==> src/rtl/spi_master_fifo_if.sv <==
// spi_master_fifo_if
//   Push handshake between a word producer and the SPI master TX FIFO.
//   valid_i : producer offers data_i this cycle
//   ready_o : FIFO has room; the word is taken when valid_i && ready_o
//   data_i  : {dc, payload}, DATA_WIDTH+1 bits
interface spi_master_fifo_if #(
  parameter int DATA_WIDTH = 8
);
  logic                  valid_i;
  logic                  ready_o;
  logic [DATA_WIDTH:0]   data_i;

  modport master (output valid_i, output data_i, input ready_o);
  modport slave  (input valid_i, input data_i, output ready_o);
endinterface

==> src/rtl/spi_master_fifo.sv <==
// spi_master_fifo
//   SPI master with TX FIFO, runtime divider, CPOL/CPHA modes, chip select
//   and a per-word D/C flag. Frames are DATA_WIDTH bits, MSB first.
//   Optional receive path enabled by defining SPI_RX_EN.
// Ports:
//   clk_i, rst_ni     : clock, synchronous active-low reset
//   push_if (slave)   : valid_i / ready_o / data_i {dc, payload}
//   div_i             : half-period length minus 1, in clk_i cycles
//   cpol_i, cpha_i    : SPI mode, latched per frame at LOAD
//   level_o, busy_o   : FIFO occupancy, engine or FIFO active
//   sda_o, scl_o      : MOSI and serial clock
//   dc_o, cs_n_o      : data/command flag of current frame, chip select
//   miso_i            : serial input (SPI_RX_EN only)
//   rx_data_o         : last received frame
//   rx_valid_o        : one-cycle pulse per completed received frame
//
// state | meaning
// IDLE  | cs_n high, scl at last latched cpol, waiting for a FIFO word
// LOAD  | pop head, latch payload/dc/mode/divider, cs_n low
// LEAD  | leading half of a bit, scl = !cpol
// TRAIL | trailing half of a bit, scl = cpol; picks next bit/frame
module spi_master_fifo #(
  parameter int DATA_WIDTH = 8,
  parameter int FIFO_DEPTH = 16,
  parameter int DIV_WIDTH  = 8
) (
  input  logic                          clk_i,
  input  logic                          rst_ni,
  spi_master_fifo_if.slave              push_if,
  input  logic [DIV_WIDTH-1:0]          div_i,
  input  logic                          cpol_i,
  input  logic                          cpha_i,
  output logic [$clog2(FIFO_DEPTH):0]   level_o,
  output logic                          busy_o,
  output logic                          sda_o,
  output logic                          scl_o,
  output logic                          dc_o,
  output logic                          cs_n_o,
  input  logic                          miso_i,
  output logic [DATA_WIDTH-1:0]         rx_data_o,
  output logic                          rx_valid_o
);
  localparam int AW = $clog2(FIFO_DEPTH);
  localparam int BW = $clog2(DATA_WIDTH + 1);

  typedef enum logic [1:0] {IDLE, LOAD, LEAD, TRAIL} state_t;
  state_t r_state, w_state_next;

  logic [DATA_WIDTH:0]   r_mem [FIFO_DEPTH];
  logic [AW-1:0]         r_wr_ptr, r_rd_ptr;
  logic [AW:0]           r_level;
  logic [DATA_WIDTH:0]   w_head;
  logic                  w_push, w_pop, w_tc, w_last_bit;
  logic [DATA_WIDTH-1:0] r_shift, w_shl;
  logic [BW-1:0]         r_bits;
  logic [DIV_WIDTH-1:0]  r_div, r_cnt;
  logic                  r_cpol, r_cpha, r_sda, r_dc;
  logic                  w_scl, w_cs_n;

  assign push_if.ready_o = (r_level != (AW+1)'(FIFO_DEPTH));
  assign w_push     = push_if.valid_i && push_if.ready_o;
  // LOAD always lasts one cycle, so heading into it means popping now
  assign w_pop      = (w_state_next == LOAD);
  assign w_head     = r_mem[r_rd_ptr];
  assign w_tc       = (r_cnt == '0);
  assign w_last_bit = (r_bits == BW'(1));
  assign w_shl      = r_shift << 1;

  always_ff @(posedge clk_i) begin
    if (!rst_ni) begin
      r_wr_ptr <= '0;
      r_rd_ptr <= '0;
      r_level  <= '0;
    end else begin
      if (w_push) r_wr_ptr <= r_wr_ptr + AW'(1);
      if (w_pop)  r_rd_ptr <= r_rd_ptr + AW'(1);
      case ({w_push, w_pop})
        2'b10:   r_level <= r_level + (AW+1)'(1);
        2'b01:   r_level <= r_level - (AW+1)'(1);
        default: ;
      endcase
    end
  end

  always_ff @(posedge clk_i) begin
    if (w_push) r_mem[r_wr_ptr] <= push_if.data_i;
  end

  always_ff @(posedge clk_i) begin
    if (!rst_ni) r_state <= IDLE;
    else         r_state <= w_state_next;
  end

  always_comb begin
    w_state_next = r_state;
    case (r_state)
      IDLE:  if (r_level != '0) w_state_next = LOAD;
      LOAD:  w_state_next = LEAD;
      LEAD:  if (w_tc) w_state_next = TRAIL;
      TRAIL: if (w_tc) begin
        if (!w_last_bit)          w_state_next = LEAD;
        else if (r_level != '0)   w_state_next = LOAD;
        else                      w_state_next = IDLE;
      end
      default: w_state_next = IDLE;
    endcase
  end

  always_comb begin
    w_scl  = r_cpol;
    w_cs_n = 1'b0;
    case (r_state)
      IDLE:    w_cs_n = 1'b1;
      LEAD:    w_scl  = ~r_cpol;
      default: ;
    endcase
  end

  // Half-period timer reloads on entry to LEAD/TRAIL; r_sda changes only on
  // state entry so it is stable across each sample edge.
  always_ff @(posedge clk_i) begin
    if (!rst_ni) begin
      r_shift <= '0;
      r_bits  <= '0;
      r_div   <= '0;
      r_cnt   <= '0;
      r_cpol  <= 1'b1;
      r_cpha  <= 1'b0;
      r_sda   <= 1'b0;
      r_dc    <= 1'b0;
    end else begin
      if (r_state == LOAD) begin
        r_cnt <= r_div;
        if (r_cpha) begin
          r_sda   <= r_shift[DATA_WIDTH-1];
          r_shift <= w_shl;
        end
      end else if (r_state == LEAD || r_state == TRAIL) begin
        r_cnt <= w_tc ? r_div : r_cnt - DIV_WIDTH'(1);
      end
      if (r_state == LEAD && w_tc && !r_cpha && !w_last_bit) begin
        r_shift <= w_shl;
        r_sda   <= w_shl[DATA_WIDTH-1];
      end
      if (r_state == TRAIL && w_tc && !w_last_bit && r_cpha) begin
        r_sda   <= r_shift[DATA_WIDTH-1];
        r_shift <= w_shl;
      end
      if (r_state == TRAIL && w_tc) r_bits <= r_bits - BW'(1);
      if (w_pop) begin
        r_shift <= w_head[DATA_WIDTH-1:0];
        r_dc    <= w_head[DATA_WIDTH];
        r_cpol  <= cpol_i;
        r_cpha  <= cpha_i;
        r_div   <= div_i;
        r_bits  <= BW'(DATA_WIDTH);
        if (!cpha_i) r_sda <= w_head[DATA_WIDTH-1];
      end
    end
  end

  assign level_o = r_level;
  assign busy_o  = (r_state != IDLE) || (r_level != '0);
  assign sda_o   = r_sda;
  assign scl_o   = w_scl;
  assign dc_o    = r_dc;
  assign cs_n_o  = w_cs_n;

`ifdef SPI_RX_EN
  logic [DATA_WIDTH-1:0] r_rx_shift, r_rx_data;
  logic                  r_rx_valid;
  logic                  w_sample;

  // Both phases sample at the end of LEAD: for cpha=0 that is the last LEAD
  // cycle, for cpha=1 it is the edge entering TRAIL.
  assign w_sample = (r_state == LEAD) && w_tc;

  always_ff @(posedge clk_i) begin
    if (!rst_ni) begin
      r_rx_shift <= '0;
      r_rx_data  <= '0;
      r_rx_valid <= 1'b0;
    end else begin
      r_rx_valid <= 1'b0;
      if (w_sample) r_rx_shift <= (r_rx_shift << 1) | DATA_WIDTH'(miso_i);
      if (r_state == TRAIL && w_tc && w_last_bit) begin
        r_rx_data  <= r_rx_shift;
        r_rx_valid <= 1'b1;
      end
    end
  end

  assign rx_data_o  = r_rx_data;
  assign rx_valid_o = r_rx_valid;
`else
  logic w_unused_miso;
  assign w_unused_miso = miso_i;
  assign rx_data_o     = '0;
  assign rx_valid_o    = 1'b0;
`endif
endmodule
==> src/flat_wrapper.sv <==
// flat-port wrapper written by rule: the top's interface ports become plain ports
module spi_master_fifo_flat 
#(
  parameter int DATA_WIDTH = 8,
  parameter int FIFO_DEPTH = 16,
  parameter int DIV_WIDTH  = 8
)
  (clk_i, rst_ni, div_i, cpol_i, cpha_i, level_o, busy_o, sda_o, scl_o, dc_o, cs_n_o, miso_i, rx_data_o, rx_valid_o, push_if_valid_i, push_if_data_i, push_if_ready_o);
  spi_master_fifo_if #(.DATA_WIDTH(DATA_WIDTH)) push_if_i ();
  input  logic clk_i;
  input  logic rst_ni;
  input  logic [DIV_WIDTH-1:0] div_i;
  input  logic cpol_i;
  input  logic cpha_i;
  output logic [$clog2(FIFO_DEPTH):0] level_o;
  output logic busy_o;
  output logic sda_o;
  output logic scl_o;
  output logic dc_o;
  output logic cs_n_o;
  input  logic miso_i;
  output logic [DATA_WIDTH-1:0] rx_data_o;
  output logic rx_valid_o;
  input wire logic [$bits(push_if_i.valid_i)-1:0] push_if_valid_i;
  input wire logic [$bits(push_if_i.data_i)-1:0] push_if_data_i;
  output wire logic [$bits(push_if_i.ready_o)-1:0] push_if_ready_o;
  assign push_if_i.valid_i = push_if_valid_i;
  assign push_if_i.data_i = push_if_data_i;
  assign push_if_ready_o = push_if_i.ready_o;
  spi_master_fifo #(.DATA_WIDTH(DATA_WIDTH), .FIFO_DEPTH(FIFO_DEPTH), .DIV_WIDTH(DIV_WIDTH)) u_core (.clk_i(clk_i), .rst_ni(rst_ni), .push_if(push_if_i), .div_i(div_i), .cpol_i(cpol_i), .cpha_i(cpha_i), .level_o(level_o), .busy_o(busy_o), .sda_o(sda_o), .scl_o(scl_o), .dc_o(dc_o), .cs_n_o(cs_n_o), .miso_i(miso_i), .rx_data_o(rx_data_o), .rx_valid_o(rx_valid_o));
endmodule
==> config.mk <==
export PLATFORM = sky130hd
export DESIGN_NAME = spi_master_fifo_flat
export DESIGN_NICKNAME = d
export VERILOG_FILES = /design/src/rtl/spi_master_fifo_if.sv /design/src/rtl/spi_master_fifo.sv /design/src/flat_wrapper.sv
export SDC_FILE = /design/constraint.sdc
export NUM_CORES = 1
export LEC_CHECK = 0
export CAP_MARGIN = 0
export CORE_MARGIN = 5
export CORE_UTILIZATION = 60
export CTS_BUF_LIST = sky130_fd_sc_hd__clkbuf_4 sky130_fd_sc_hd__clkbuf_8
export CTS_CLUSTER_DIAMETER = 60
export DETAILED_ROUTE_END_ITERATION = 7
export GPL_TIMING_DRIVEN = 0
export PLACE_DENSITY_LB_ADDON = 0.08
export SLEW_MARGIN = 20
export SYNTH_ARGS = -nofsm -noshare
export SYNTH_HDL_FRONTEND = slang
export SYNTH_SLANG_ARGS = --single-unit
==> constraint.sdc <==
create_clock -name clk_i -period 4.52 [get_ports clk_i]
set_clock_uncertainty 0.15 [all_clocks]
set_input_delay 0.678 -clock clk_i [delete_from_list [all_inputs] [get_ports clk_i]]
set_output_delay 0.678 -clock clk_i [all_outputs]
set_load 0.01 [all_outputs]
* Yosys cells after proc, flatten, opt, wreduce, memory -nomap -nowiden *
Memories as Yosys holds them, arrays and structs flattened. A register that Yosys moved wholly into a read port is not among the register bits.
Cells that the tools add are included.

cells by class
  $add $sub $neg = 6
  multipliers = 0
  divide/modulo/power cells = 0
  $lt $le $gt $ge = 0
  equality and inequality tests = 8
  shifts and indexed selects = 0
  multiplexer cells = 29
  bitwise logic cells = 2
  reductions and logical operators = 22

operators with widths
  cell                                                                number
  8-bit two-way mux                                                   8
  4-bit two-way mux                                                   4
  1-bit two-way mux                                                   11
  5-bit one-hot mux with 2 select lines                               1
  4-bit by 1-bit adder with 4-bit output, second input constant       2
  8-bit logical NOT                                                   1
  2-bit two-way mux                                                   4
  2-bit one-hot mux with 4 select lines                               1
  2-bit nonzero test                                                  4
  4-bit nonzero test                                                  2
  8-bit by 1-bit subtractor with 8-bit output, second input constant  1
  1-bit logical AND                                                   7
  2-bit by 1-bit == test with 1-bit output, second input constant     3
  2-bit == test, second input constant                                3
  5-bit by 1-bit adder with 5-bit output, second input constant       1
  5-bit inequality test, second input constant                        1
  5-bit nonzero test                                                  1
  5-bit by 1-bit subtractor with 5-bit output, second input constant  1
  4-bit by 1-bit == test with 1-bit output, second input constant     1
  4-bit by 1-bit subtractor with 4-bit output, second input constant  1
  1-bit logical NOT                                                   2
  2-bit logical NOT                                                   1
  1-bit logical OR                                                    2
  1-bit inverter                                                      2
  2 further kinds                                                     2

word-level totals
  flip-flop bits (word level) = 47
  latch bits = 0
  memory bits (writable) = 144
  ROM bits = 0
  input port bits = 23
  output and inout bits = 20
  word-level logic and storage cells = 81
  memories = 1

memories
  memory        words  width  rd ports  clocked after Yosys merged registers in  wr ports  RTL line               source
  u_core.r_mem  16     9      1         1                                        1         spi_master_fifo.sv:49  logic [DATA_WIDTH:0] r_mem [FIFO_DEPTH];

* Longest topological paths before layout *
  depth after elaboration = 8
  depth in mapped cells = 16
  mapped depth without buffers = 14

* Least setup slack after synthesis *
OpenSTA, ideal clock, no wires.

  path kind = flip-flop to flip-flop
  start point = register u_core.r_cnt[0]
  end point = register u_core.r_level[4] (netlist: u_core.level_o[4])
  library setup time = 0.128 ns
  arrival time = 3.502 ns
  data required time = 4.242 ns
  path slack = 0.740 ns
  stages on the path, launching flop included = 17
  path buffers = 2
  clock period less this slack = 3.780 ns
  path through = dfxtp_1 > inv_1 > ha_1 > or4b_1 > or4_1 > a21o_1 > inv_2 > buf_4 > ha_1 > clkbuf_1 > xor2_1 > ha_1 > or3b_2 > a21oi_1 > o21ai_0 > xor2_1 > nor2_1

on the way
  word-level cells in the longest chain between the ends = 6
  elaborated cells between the ends (all ways) = 9
  those cells by class = 3 x eq/ne; 4 x mux; 2 x reduce/logical

ends and longest elaborated chain
  item                                                                                RTL line                                       source
  start, declared                                                                     spi_master_fifo.sv:56                          logic [DIV_WIDTH-1:0] r_div, r_cnt;
  start signal, assigned                                                              spi_master_fifo.sv:133                         r_cnt <= r_div;
  start signal, assigned                                                              spi_master_fifo.sv:139                         r_cnt <= w_tc ? r_div : r_cnt - DIV_WIDTH'(1);
  8-bit logical NOT *                                                                 spi_master_fifo.sv:65                          assign w_tc = (r_cnt == '0);
  2-bit two-way mux (on tied branches)                                                spi_master_fifo.sv:100, spi_master_fifo.sv:99
  2-bit one-hot mux with 4 select lines *                                             spi_master_fifo.sv:96                          case (r_state)
  2-bit by 1-bit == test with 1-bit output *                                          spi_master_fifo.sv:63                          assign w_pop = (w_state_next == LOAD);
  2-bit by 1-bit == test with 1-bit output / 2-bit == test (equally long branches)    spi_master_fifo.sv:77                          case ({w_push, w_pop})
  5-bit one-hot mux with 2 select lines / 2-bit nonzero test (equally long branches)  n/a
  end signal, assigned                                                                spi_master_fifo.sv:78                          2'b10: r_level <= r_level + (AW+1)'(1);
  end signal, assigned                                                                spi_master_fifo.sv:79                          2'b01: r_level <= r_level - (AW+1)'(1);
  end, declared                                                                       spi_master_fifo.sv:51                          logic [AW:0] r_level;

Every way passes the cells marked *; elsewhere a longest branch is shown, timed or not.
A chain may end at the register's enable or synchronous reset.

* Worst setup path after layout *
Same ends and word-level chain as after synthesis.

==> results_dict.tcl <==
set metrics [dict create \
    yosysMostFrequentCell "edfxtp_1" \
    port_buffers 32 \
    slew_headroom 0.3112 \
    cts_buffer_depth 2 \
    synthCells 591 \
    core_area_sq_mm 0.01335 \
    cp_max_fo 11 \
    p_sw_frac 0.3465 \
    nFillCells 959 \
    die_area_sq_mm 0.01618 \
    dr.first_iter.drc_count 461 \
    combPwrFrac 0.340 \
    period_needed_ns 4.135 \
    gp_congestion 0.8593 \
    fin_setup_tns_ns 0 \
    yosysSeqAreaShare 0.6487 \
    grt_pass1_vias 5072 \
    yosys.area.top_type_share 0.5248 \
    pwr-share-clk 0.217 \
    drcViolationCount 0 \
    post-dp-hpwl_microns 11660 \
    drtAntennaViolNets 0 \
    final_net_count 686 \
    ys.flop_type "edfxtp_1" \
    fin_total_pwr_mw 5.004 \
    yosys-top-cells-count "edfxtp_1, nand2_1, dfxtp_1" \
    end_kind "flop" \
    max_freq_mhz 241.9 \
    clock_latency_ns 0.46 \
    whs_path_depth 2 \
    crit_type "flop to flop" \
    synth_warnings 0 \
    clock-root-buffer "clkbuf_8" \
    dp_cells 810 \
    rsz0062_at_grt "no" \
    worstMarginPinSlew_ns 1.024 \
    cp.required_ns 4.72 \
    synth-seq-cells 195 \
    path_clk_slew_ns 0.10 \
    drtPass1Iterations 5 \
    routed_wl_microns 16850 \
    antenna_cells 0 \
    p_sw_mw 1.734 \
    status "completed" \
    synth-edff-count 144 \
    wl_per_cell_microns 20.03 \
    cts_resized 0 \
    multi_input_area_sq_mm 0.002664 \
    synthToLayoutAreaGrowth_pct 12.00 \
    worst_ep_arrival_time_ns 4.33 \
    seqCellArea_sq_mm 0.005345 \
    antenna_found_initial 0 \
    viasPerCell 6.093 \
    synth.largest_area_cell "edfxtp_1" \
    finalSetupViolCount 0 \
    worst-r2r-cell-count 15 \
    cts_tree "built" \
    fp.dieW_microns 127.2 \
    grt_overflow_total 0 \
    finalNonFillerCells 841 \
    cts_hold_buffers 0 \
    drive_gt1_frac 0.1429 \
    internal-power_mw 3.270 \
    post_cts_buffers 0 \
    fin_crit_sh 0.9147 \
    cts_buffers 17 \
    power_frac_seq 0.443 \
    synth_area_leaders "edfxtp_1, dfxtp_1, mux4_2" \
    hp-class "flop to flop" \
    grt_max_degree 19 \
    drv_slew 0 \
    crit_path_start_kind "flop" \
    p_leak_nw 3.049 \
    p_per_area_mw_per_mm2 542.3 \
    ir_drop_v 0.0003142 \
    finalHoldViolations 0 \
    grt_usage 0.2179 \
    num_vias 5124 \
    netlist_area_sq_mm 0.008239 \
    io_pins 43 \
    clock-sinks 195 \
    grt_first_pass_wirelength_microns 26830 \
    htreeDepth 4 \
    rows 42 \
    drv_cap 0 \
    syn_area_per_cell_sq_um 13.94 \
    die_height_microns 127.2 \
    async_flop_share 0 \
    yosysUniqueCellTypes 60 \
    start_util 0.6173 \
]
## registers in the layout (all words and copies together), names as in the netlist, 2 cells and up, named ones only
signal,flops
u_core.level_o,5
u_core.r_wr_ptr,4
u_core.r_mem,144
u_core.r_shift,8
u_core.r_rd_ptr,4
u_core.r_bits,4
u_core.r_div,8
u_core.r_cnt,8
u_core.r_state,2
## logic make-up after synthesis
group | after synthesis | share of synthesized area
XOR/XNOR | 12 | 0.01276
multiplexers | 43 | 0.1040
flip-flops | 195 | 0.6487
AO/OA/AOI/OAI | 123 | 0.09947
AND/OR/NAND/NOR | 145 | 0.08383
other | 1 | 0.0004551
adder cells (fa/ha/maj) | 11 | 0.01670
buffers and inverters | 61 | 0.03402
## metal layers
metal	wire length (microns)	vias to the layer above	global-route usage
met3	1075	28	0.04841
met2	8420	199	0.3630
met5	0	-	0
li1	-	2361	-
met4	252	0	0.06183
met1	7097	2536	0.2923
## worst max-delay path, stage by stage (launching register included)
cell,delay (ns)
dfxtp_1,0.34
inv_1,0.10
ha_1,0.21
or4b_1,0.51
or4_1,0.53
a21o_1,0.23
inv_2,0.12
buf_4,0.21
ha_1,0.36
xor2_1,0.12
ha_1,0.25
or3b_2,0.45
a21oi_1,0.12
o21ai_0,0.11
xor2_1,0.15
nor2_1,0.05
## final timing paths
| kind | endpoint | startpoint | slack [ns] |
|---|---|---|---|
| worst max-delay path | u_core.level_o[4] | u_core.r_cnt[0] | 0.39 |
| worst min-delay path | u_core.r_div[7] | u_core.r_div[7] | 0.32 |
| worst max register to register | u_core.level_o[4] | u_core.r_cnt[0] | 0.39 |
| worst min register to register | u_core.r_div[7] | u_core.r_div[7] | 0.32 |
## cell type report
type,count,area share
Buffer,39,0.02142
Clock buffer,17,0.02536
Clock inverter,15,0.01573
Inverter,21,0.008542
Multi-Input combinational cell,343,0.2887
Sequential cell,195,0.5793
Tap cell,176,0.02386
Timing Repair Buffer,35,0.03715
## layout by cell type, fill, tap and decap left out, types with 4 or more instances in the layout
master           instances
nor2_1                  41
nand2b_1                11
a21oi_1                 29
a211oi_1                10
o21ai_0                 20
nor3_2                   4
nor4_1                   4
clkdlybuf4s50_1         32
ha_1                    11
clkbuf_1                25
xnor2_1                  4
mux4_2                  34
o22ai_1                 15
inv_6                    4
clkinv_4                 4
a22o_1                  12
dfxtp_1                 51
nor2b_1                  4
a221oi_1                10
nand2_1                 52
xor2_1                   8
edfxtp_1               144
mux2i_1                  8
o211ai_1                 5
clkbuf_8                17
inv_1                   19
buf_4                   14
conb_1                   9
## power groups by stage
stage,registers (mW),logic (mW),clock network [mW]
6_report,2.22,1.70,1.08
3_3_place_gp,2.24,1.62,0
3_5_place_dp,2.25,1.68,0
2_1_floorplan,2.22,1.24,0
4_1_cts,2.21,1.69,1.10
5_1_grt,2.24,1.87,1.17
## through the flow
step / worst slack (ns) / hold slack (ns) / utilization / instance area (sq um)
2_1_floorplan: 0.7402 / 0.2817 / - / 8269
3_3_place_gp: 0.3998 / 0.2947 / 0.6600 / 8810
3_5_place_dp: 0.3219 / 0.2989 / 0.6632 / 8852
4_1_cts: 0.2930 / 0.3128 / 0.6916 / 9231
5_1_grt: 0.1009 / 0.3348 / 0.6913 / 9228
6_report: 0.3854 / 0.3153 / 0.6913 / 9228
No activity file was read; power rests on OpenSTA's default activity.
